<file path="config.mk">
export PLATFORM = sky130hd
export DESIGN_NAME = i2c_target_flat
export DESIGN_NICKNAME = d
export VERILOG_FILES = /design/src/rtl/i2c_pkg.sv /design/src/rtl/i2c_target_if.sv /design/src/rtl/i2c_line_sync.sv /design/src/rtl/i2c_target.sv /design/src/flat_wrapper.sv
export SDC_FILE = /design/constraint.sdc
export NUM_CORES = 1
export LEC_CHECK = 0
export ABC_AREA = 1
export BUFFER_PORTS_ARGS = -buffer_cell sky130_fd_sc_hd__buf_2
export CAP_MARGIN = 0
export CORE_ASPECT_RATIO = 0.6
export CORE_MARGIN = 2
export CORE_UTILIZATION = 30
export DETAILED_ROUTE_END_ITERATION = 10
export PLACE_DENSITY = 0.53
export SLEW_MARGIN = 20
export SYNTH_ARGS = -nofsm -noshare
export SYNTH_HDL_FRONTEND = slang
export SYNTH_HIERARCHICAL = 1
export SYNTH_SLANG_ARGS = --single-unit
</file>
<file path="constraint.sdc">
create_clock -name clk -period 3.05 [get_ports clk]
set_input_delay 0.4575 -clock clk [delete_from_list [all_inputs] [get_ports clk]]
set_output_delay 0.4575 -clock clk [all_outputs]
set_load 0.02 [all_outputs]
</file>
<file path="src/rtl/i2c_pkg.sv">
`default_nettype none
// ============================================================================
// Module   : i2c_pkg
// Brief    : State encoding, default address and ACK constants for i2c_target.
// Revision : 1.0
// ============================================================================
package i2c_pkg;

   typedef enum logic [2:0] {
      ST_IDLE     = 3'd0,
      ST_DEV_ADDR = 3'd1,
      ST_DEV_ACK  = 3'd2,
      ST_REG_ADDR = 3'd3,
      ST_REG_ACK  = 3'd4,
      ST_DATA     = 3'd5,
      ST_DATA_ACK = 3'd6,
      ST_IGNORE   = 3'd7
   } i2c_state_e;

   localparam logic [6:0] C_DEFAULT_DEV_ADDR = 7'h76;
   localparam logic       C_RW_WRITE         = 1'b0;

   // sda_oe value that produces an ACK (line pulled low) or a NACK (released)
   localparam logic       C_OE_ACK           = 1'b1;
   localparam logic       C_OE_NACK          = 1'b0;

   function automatic logic state_is_busy(input i2c_state_e s);
      return (s inside {ST_DEV_ACK, ST_REG_ADDR, ST_REG_ACK, ST_DATA, ST_DATA_ACK});
   endfunction

endpackage
`default_nettype wire

</file>
<file path="src/rtl/i2c_target_if.sv">
`default_nettype none
// ============================================================================
// Module   : i2c_target_if
// Brief    : Bus pins and register-write strobe bundle of i2c_target.
// Revision : 1.0
// ============================================================================
interface i2c_target_if;
   logic       scl_in;
   logic       sda_in;
   logic       sda_oe;
   logic       wr_valid;
   logic [7:0] wr_addr;
   logic [7:0] wr_data;
   logic       busy;

   modport slave  (input scl_in, sda_in, output sda_oe, wr_valid, wr_addr, wr_data, busy);
   modport master (output scl_in, sda_in, input sda_oe, wr_valid, wr_addr, wr_data, busy);
endinterface
`default_nettype wire

</file>
<file path="src/rtl/i2c_line_sync.sv">
`default_nettype none
// ============================================================================
// Module   : i2c_line_sync
// Brief    : Synchronizer, optional 3-sample majority filter
//            (I2C_TARGET_GLITCH_FILTER_EN) and edge detect for one line.
// Revision : 1.0
// ============================================================================
module i2c_line_sync #(
   parameter int SYNC_STAGES = 2
) (
   input  wire logic clk,
   input  wire logic reset,
   input  wire logic line_in,
   output logic      level,
   output logic      rise,
   output logic      fall
);
   localparam int C_STAGES = (SYNC_STAGES < 2) ? 2 : SYNC_STAGES;

   logic [C_STAGES-1:0] sync_q, sync_d;
   logic                prev_q, prev_d;
   logic                sync_out;

   assign sync_out = sync_q[C_STAGES-1];

`ifdef I2C_TARGET_GLITCH_FILTER_EN
   logic [1:0] hist_q, hist_d;
   logic       filt_q, filt_d;

   // A single-cycle pulse is outvoted by the two older samples.
   always_comb begin
      hist_d = {hist_q[0], sync_out};
      filt_d = (sync_out & hist_q[0]) | (sync_out & hist_q[1]) | (hist_q[0] & hist_q[1]);
   end

   always_ff @(posedge clk or posedge reset) begin
      if (reset) begin
         hist_q <= 2'b11;
         filt_q <= 1'b1;
      end else begin
         hist_q <= hist_d;
         filt_q <= filt_d;
      end
   end

   assign level = filt_q;
`else
   assign level = sync_out;
`endif

   always_comb begin
      sync_d = {sync_q[C_STAGES-2:0], line_in};
      prev_d = level;
   end

   always_ff @(posedge clk or posedge reset) begin
      if (reset) begin
         sync_q <= '1;
         prev_q <= 1'b1;
      end else begin
         sync_q <= sync_d;
         prev_q <= prev_d;
      end
   end

   assign rise = level & ~prev_q;
   assign fall = ~level & prev_q;

endmodule
`default_nettype wire

</file>
<file path="src/rtl/i2c_target.sv">
`default_nettype none
// ============================================================================
// Module   : i2c_target
// Brief    : Write-only I2C register target; I2C_TARGET_GLITCH_FILTER_EN adds
//            a majority filter on SCL/SDA.
// Revision : 1.0
// ============================================================================
module i2c_target
   import i2c_pkg::*;
#(
   parameter logic [6:0] DEVICE_ADDR = C_DEFAULT_DEV_ADDR,
   parameter int         SYNC_STAGES = 2
) (
   input wire logic    clk,
   input wire logic    reset,
   i2c_target_if.slave bus
);
   logic scl, scl_rise, scl_fall;
   logic sda, sda_rise, sda_fall;
   logic start_cond, stop_cond;
   logic [7:0] byte_in;

   i2c_state_e state_q, state_d;
   logic [2:0] bit_cnt_q, bit_cnt_d;
   logic [6:0] shift_q, shift_d;
   logic       sda_oe_q, sda_oe_d;
   logic       wr_valid_q, wr_valid_d;
   logic [7:0] wr_addr_q, wr_addr_d;
   logic [7:0] wr_data_q, wr_data_d;
   logic       busy_q, busy_d;

   i2c_line_sync #(.SYNC_STAGES(SYNC_STAGES)) u_scl_sync (
      .clk     (clk),
      .reset   (reset),
      .line_in (bus.scl_in),
      .level   (scl),
      .rise    (scl_rise),
      .fall    (scl_fall)
   );

   i2c_line_sync #(.SYNC_STAGES(SYNC_STAGES)) u_sda_sync (
      .clk     (clk),
      .reset   (reset),
      .line_in (bus.sda_in),
      .level   (sda),
      .rise    (sda_rise),
      .fall    (sda_fall)
   );

   assign start_cond = scl & sda_fall;
   assign stop_cond  = scl & sda_rise;
   assign byte_in    = {shift_q, sda};

   always_comb begin
      state_d    = state_q;
      bit_cnt_d  = bit_cnt_q;
      shift_d    = shift_q;
      sda_oe_d   = sda_oe_q;
      wr_valid_d = 1'b0;
      wr_addr_d  = wr_addr_q;
      wr_data_d  = wr_data_q;

      if (stop_cond) begin
         state_d   = ST_IDLE;
         bit_cnt_d = 3'd0;
         sda_oe_d  = C_OE_NACK;
      end else if (start_cond) begin
         state_d   = ST_DEV_ADDR;
         bit_cnt_d = 3'd0;
         sda_oe_d  = C_OE_NACK;
      end else begin
         case (state_q)
            ST_DEV_ADDR, ST_REG_ADDR, ST_DATA: begin
               if (scl_rise) begin
                  shift_d   = byte_in[6:0];
                  bit_cnt_d = bit_cnt_q + 3'd1;
                  if (bit_cnt_q == 3'd7) begin
                     if (state_q == ST_DEV_ADDR) begin
                        state_d = (byte_in == {DEVICE_ADDR, C_RW_WRITE}) ? ST_DEV_ACK : ST_IGNORE;
                     end else if (state_q == ST_REG_ADDR) begin
                        wr_addr_d = byte_in;
                        state_d   = ST_REG_ACK;
                     end else begin
                        wr_data_d  = byte_in;
                        wr_valid_d = 1'b1;
                        state_d    = ST_DATA_ACK;
                     end
                  end
               end
            end
            // First SCL fall drives the ACK, the second ends the ACK bit.
            ST_DEV_ACK, ST_REG_ACK, ST_DATA_ACK: begin
               if (scl_fall) begin
                  if (sda_oe_q == C_OE_NACK) begin
                     sda_oe_d = C_OE_ACK;
                  end else begin
                     sda_oe_d  = C_OE_NACK;
                     bit_cnt_d = 3'd0;
                     state_d   = (state_q == ST_DEV_ACK) ? ST_REG_ADDR : ST_DATA;
                     if (state_q == ST_DATA_ACK) begin
                        wr_addr_d = wr_addr_q + 8'd1;
                     end
                  end
               end
            end
            default: ;
         endcase
      end

      busy_d = state_is_busy(state_d);
   end

   always_ff @(posedge clk or posedge reset) begin
      if (reset) begin
         state_q    <= ST_IDLE;
         bit_cnt_q  <= 3'd0;
         shift_q    <= 7'd0;
         sda_oe_q   <= 1'b0;
         wr_valid_q <= 1'b0;
         wr_addr_q  <= 8'd0;
         wr_data_q  <= 8'd0;
         busy_q     <= 1'b0;
      end else begin
         state_q    <= state_d;
         bit_cnt_q  <= bit_cnt_d;
         shift_q    <= shift_d;
         sda_oe_q   <= sda_oe_d;
         wr_valid_q <= wr_valid_d;
         wr_addr_q  <= wr_addr_d;
         wr_data_q  <= wr_data_d;
         busy_q     <= busy_d;
      end
   end

   assign bus.sda_oe   = sda_oe_q;
   assign bus.wr_valid = wr_valid_q;
   assign bus.wr_addr  = wr_addr_q;
   assign bus.wr_data  = wr_data_q;
   assign bus.busy     = busy_q;

endmodule
`default_nettype wire

</file>
<file path="src/flat_wrapper.sv">
// flat-port wrapper written by rule: the top's interface ports become plain ports
module i2c_target_flat import i2c_pkg::*;
#(
   parameter logic [6:0] DEVICE_ADDR = C_DEFAULT_DEV_ADDR,
   parameter int         SYNC_STAGES = 2
)
  (clk, reset, bus_scl_in, bus_sda_in, bus_sda_oe, bus_wr_valid, bus_wr_addr, bus_wr_data, bus_busy);
  i2c_target_if bus_i ();
  input wire logic clk;
  input wire logic reset;
  input wire logic [$bits(bus_i.scl_in)-1:0] bus_scl_in;
  input wire logic [$bits(bus_i.sda_in)-1:0] bus_sda_in;
  output wire logic [$bits(bus_i.sda_oe)-1:0] bus_sda_oe;
  output wire logic [$bits(bus_i.wr_valid)-1:0] bus_wr_valid;
  output wire logic [$bits(bus_i.wr_addr)-1:0] bus_wr_addr;
  output wire logic [$bits(bus_i.wr_data)-1:0] bus_wr_data;
  output wire logic [$bits(bus_i.busy)-1:0] bus_busy;
  assign bus_i.scl_in = bus_scl_in;
  assign bus_i.sda_in = bus_sda_in;
  assign bus_sda_oe = bus_i.sda_oe;
  assign bus_wr_valid = bus_i.wr_valid;
  assign bus_wr_addr = bus_i.wr_addr;
  assign bus_wr_data = bus_i.wr_data;
  assign bus_busy = bus_i.busy;
  i2c_target #(.DEVICE_ADDR(DEVICE_ADDR), .SYNC_STAGES(SYNC_STAGES)) u_core (.clk(clk), .reset(reset), .bus(bus_i));
endmodule
</file>
* Word-level counts from Yosys, hierarchy flattened *
Cells that the tools add are included.

word-level totals
  register bits after elaboration = 38
  input bits = 4
  output and inout bits = 19
  logic and storage cells = 100

operators by class
  add/subtract/negate cells = 2
  eq/ne operators = 23
  mux-type cells = 37
  bitwise operators = 14
  reductions and logical operators = 12

operators with widths
  kind                                                                      count
  8-bit 2-to-1 mux                                                          7
  3-bit 2-to-1 mux                                                          14
  3-bit equality test (second input constant)                               7
  8-bit one-hot mux with 2 select lines                                     1
  3-bit by 2-bit equality test with 1-bit output (second input constant)    4
  1-bit 2-to-1 mux                                                          12
  2-bit by 1-bit inequality test with 1-bit output (second input constant)  6
  4-bit by 1-bit inequality test with 1-bit output (second input constant)  3
  3-bit one-hot mux with 2 select lines                                     2
  10-bit AND reduction                                                      1
  8-bit by 1-bit adder with 8-bit output (second input constant)            1
  8-bit equality test (second input constant)                               1
  1-bit NOT                                                                 8
  4-bit AND reduction                                                       2
  7-bit AND reduction                                                       1
  1-bit AND                                                                 6
  3-bit nonzero test                                                        2
  3-bit OR reduction                                                        2
  5-bit nonzero test                                                        1
  4-bit nonzero test                                                        1
  3-bit by 1-bit adder with 3-bit output (second input constant)            1
  3-bit by 1-bit equality test with 1-bit output (second input constant)    1
  2-bit 2-to-1 mux                                                          1
  2-bit inequality test (second input constant)                             1
  2 further kinds                                                           2

* Logic depth before layout (Yosys ltp) *
  depth after elaboration = 10
  gate-level depth with buffers = 11
  gate-level depth less buffers = 11

* Cells and area by module *
The synthesis kept the hierarchy.

modules (own cells, without submodules)
  module         instances  cells each  area each (um2)  seq. area each (um2)
  i2c_target     1          221         1757.9           800.8
  i2c_line_sync  2          8           97.6             78.8

* Worst setup path before layout *
No wires, ideal clock.

  path kind = register to register
  start = register u_core.u_scl_sync.sync_q[1]
  end = register u_core.wr_data_q[1], in the netlist u_core/bus.wr_data[1]
  library setup time = 0.119 ns
  arrival = 1.578 ns
  required time = 2.931 ns
  path slack = 1.353 ns
  cell stages (with the launch flop) = 9
  path buffers = 1
  clock period less this slack = 1.697 ns
  cells stage by stage = dfstp_2 inv_1 nor2_1 inv_1 nor3_4 nand3_4 buf_6 nand2_2 o21ai_2

on the way
  elaborated cells on any way between the ends = 6
  those cells by class = 5 x bitwise; 1 x reduce/logical

RTL lines
  element                        line                 text
  start: declaration             i2c_line_sync.sv:20  logic [C_STAGES-1:0] sync_q, sync_d;
  start signal: assignment       i2c_line_sync.sv:61  sync_q <= sync_d;
  1-bit AND                      i2c_line_sync.sv:66  assign rise = level & ~prev_q;
  net u_core.scl_rise            i2c_target.sv:18     logic scl, scl_rise, scl_fall;
  7-bit AND reduction (no line)  -
  end signal: assignment         i2c_target.sv:130    wr_data_q <= wr_data_d;
  end: declaration               i2c_target.sv:29     logic [7:0] wr_data_q, wr_data_d;

The timed path passes the listed nets, and every way through them passes these cells.
A chain may end at the register's enable or synchronous reset.

* Worst setup path in the final report *
  start = register u_core.u_scl_sync.sync_q[1]
  end = register u_core.wr_data_q[3], in the netlist u_core/bus.wr_data[3]

The elaborated chain is that of the path after synthesis.

==> impl_metrics.py <==
metrics = {
    "placed_design": {
        "placed_cells": 340,
        "dp_hpwl_um": 3133,
        "globalplace.congestion": 0.8669,
        "io_buffer_count": 22,
    },
    "clock_tree": {
        "cts_buffers": 5,
        "cts_sinks": 38,
        "worstSkewPairLatency_ps": 290,
        "cts-root-buf": "clkbuf_8",
        "cts_tree": "done",
        "cts.clk_slew.worst_paths_ps": 80,
        "cts_setup_buffers": 0,
        "clockBufferDepth": 2,
        "hold_buffers": 0,
        "ctsResizeCount": 0,
        "cts_max_level": 2,
    },
    "drt": {
        "route.detailed.drc": 0,
        "antenna_left": 0,
        "route.vias.total": 1530,
        "routedWlPerCell_um": 12.09,
        "first_iter_violations": 103,
        "routed_via_density": 4.397,
        "firstDrtPassIters": 6,
        "routed_wirelength_um": 4207,
    },
    "grt": {
        "antenna_found_initial": 0,
        "first_global_vias": 1313,
        "overflow": 0,
        "grt_pass1_wl_um": 6906,
        "grt_usage_pct": 13.03,
        "grt_start_max_net_pins": 33,
    },
    "logic_synthesis": {
        "syn_avg_cell_area_um2": 8.241,
        "synthArstFlopShare_pct": 100.0,
        "ys_seq_area_share_pct": 49.07,
        "ys_types": 27,
        "syn_nets": 244,
        "synth_seq_cells": 38,
        "syn_area_um2": 1953,
        "ys_warn_count": 6,
        "synth_top_flop_cell": "dfrtp_1",
        "synth_edf_count": 0,
        "syn_inst": 237,
    },
    "sta": {
        "slew_violations": 0,
        "hold_violations": 0,
        "worst_clock_skew_ps": 5.521,
        "setup_viol": 0,
        "fmax_ghz": 0.4400,
        "rsz0062_at_grt": "false",
        "slew_headroom_pct": 60.81,
        "timing.final.crit_share_pct": 74.51,
        "period_needed_ps": 2273,
        "worstMarginPinSlew_ps": 586.0,
        "setup-tns-final_ps": 0,
    },
    "die": {
        "start_util_pct": 31.54,
        "die-area_um2": 7193,
        "coreArea_um2": 6193,
        "die_h_um": 66.50,
        "std_cell_rows": 22,
        "boundaryPins": 23,
        "die_x_um": 108.2,
    },
    "critical_path": {
        "cpMostUsedCell": "inv_1",
        "worstPathArrival_ps": 2450,
        "criticalPathCategory": "reg -> reg",
        "worstPathRequired_ps": 3230,
        "critical_path.max_stage_delay_ps": 580,
        "critPathMaxFanout": 16,
        "critPathSlowestCell": "dfstp_2",
        "setup.worst_path.end_class": "flip-flop",
        "startpoint_type": "flip-flop",
        "ff2ff_setup_slack_ps": 780,
        "path_buf_inv": 2,
        "rr_endpoint": "u_core/bus.wr_data[3]",
        "rr_worst_depth": 7,
        "worstReg2RegStart": "u_core/u_scl_sync/sync_q[1]",
        "path_delay_family": "simple AND/OR/NAND/NOR gates",
        "path_cells": "inv_1 > nor2_1 > inv_1 > nor3_4 > nand3_4 > nand2_1 > o21ai_2",
    },
    "power": {
        "ir_drop_mv": 0.2323,
        "p_leak_nw": 1.152,
        "pwr_density_cell_nw_per_um2": 738.5,
    },
    "finish": {
        "nNetsFinal": 270,
        "fin_cells": 348,
        "syn2layout_area_growth_pct": 14.67,
        "final_layout_size_suffix_gt1_share_pct": 24.24,
        "antenna_cells": 0,
        "fill_cells": 655,
    },
    "status": {
        "status": "completed",
    },
    "worst_hold_path": {
        "hp-class": "in -> async",
    },
    "run": {
        "drv_cap": 0,
    },
}
[layout make-up]
type | count | area (µm²) | area share [%]
well taps | 84 | 105.1 | 4.693
clock buffers | 6 | 82.58 | 3.687
inverters | 36 | 137.6 | 6.145
flip-flops and latches | 38 | 958.4 | 42.79
repair buffers | 23 | 117.6 | 5.251
clock inverters | 2 | 12.51 | 0.5587
multi-input cells | 159 | 825.8 | 36.87
[registers in the layout (all words and copies together), names as in the netlist, 2 cells and up]
signal,flops
u_core/bit_cnt_q,3
u_core/state_q,3
u_core/bus.wr_data,8
u_core/u_sda_sync/sync_q,2
u_core/shift_q,7
u_core/bus.wr_addr,8
u_core/u_scl_sync/sync_q,2
[cell families (layout without fill, tap and decap cells)]
kind of cell	Yosys count	in the layout	synth area share, %
and+or+nand+nor	114	114	26.39
xor gates and xnor gates	4	4	1.794
adders and majority gates	3	3	1.922
buffers and inverters	40	67	8.648
AOI/OAI and AO/OA	38	38	12.17
DFF	38	38	49.07
[per-stage QoR]
step	hold slack (ps)	util (%)	area (µm²)	setup WS, ps	power (mW)
after global routing	211.8	36.16	2240	589.4	1.796
after detailed placement	346.8	34.63	2145	799.1	1.298
after floorplan	345.2	-	1953	1353	1.130
after CTS	214.2	36.16	2240	773.1	1.668
after global placement	346.9	34.63	2145	854.6	1.302
final	218.0	36.16	2240	777.3	1.654
[synth_stat cells, types with 2 or more instances]
cell type	number	area [µm²]
o21ai_0	18	90.09
dfstp_2	6	157.7
inv_1	31	116.4
dfrtp_1	32	800.8
ha_1	3	37.54
nand3_1	12	60.06
nor2_1	15	56.30
nand2_1	74	277.8
inv_2	4	15.01
xor2_1	3	26.28
o21ai_1	2	10.01
nand4_1	2	12.51
a21oi_1	6	30.03
buf_6	2	22.52
nand2_2	6	37.54
o21ai_2	10	87.58
[worst max-delay path by stage]
stage                                      from                    end  cells past startpoint
floorplan           u_core/u_scl_sync/sync_q[1]  u_core/bus.wr_data[1]                      8
global placement    u_core/u_scl_sync/sync_q[1]  u_core/bus.wr_data[7]                      7
detailed placement  u_core/u_scl_sync/sync_q[1]  u_core/bus.wr_data[7]                      7
CTS                 u_core/u_scl_sync/sync_q[1]  u_core/bus.wr_data[7]                      7
global route        u_core/u_scl_sync/sync_q[1]  u_core/bus.wr_data[4]                      7
finish              u_core/u_scl_sync/sync_q[1]  u_core/bus.wr_data[3]                      7
[per-layer routing]
layer	up-vias	global-route usage [%]	part of all wire (%)
li1	790	-	-
met1	681	21.70	58
met2	57	14.78	34
met3	2	4.110	7.7
met4	0	3.686	0.52
met5	-	0	0
[cell usage in the layout (no fill, tap or decap)]
cell type,n
nand2_1,74
dfrtp_1,32
inv_1,31
buf_2,22
o21ai_0,18
nor2_1,15
nand3_1,12
o21ai_2,10
clkbuf_8,6
nand2_2,6
a21oi_1,6
dfstp_2,6
inv_2,4
xor2_1,3
ha_1,3
nand4_1,2
o21ai_1,2
clkinv_2,1
clkinvlp_4,1
nor2_8,1
inv_4,1
nor3_4,1
o211ai_2,1
nor2_4,1
xnor2_1,1
nand3_4,1
or2_2,1
a211oi_1,1
buf_4,1
[power breakdown]
group | leakage [nW] | switching (mW) | internal, mW
clock | 0.0472 | 0.180 | 0.182
combinational | 0.610 | 0.382 | 0.176
sequential | 0.494 | 0.119 | 0.616
total | 1.15 | 0.680 | 0.974
No activity file was read; power rests on OpenSTA's default activity.
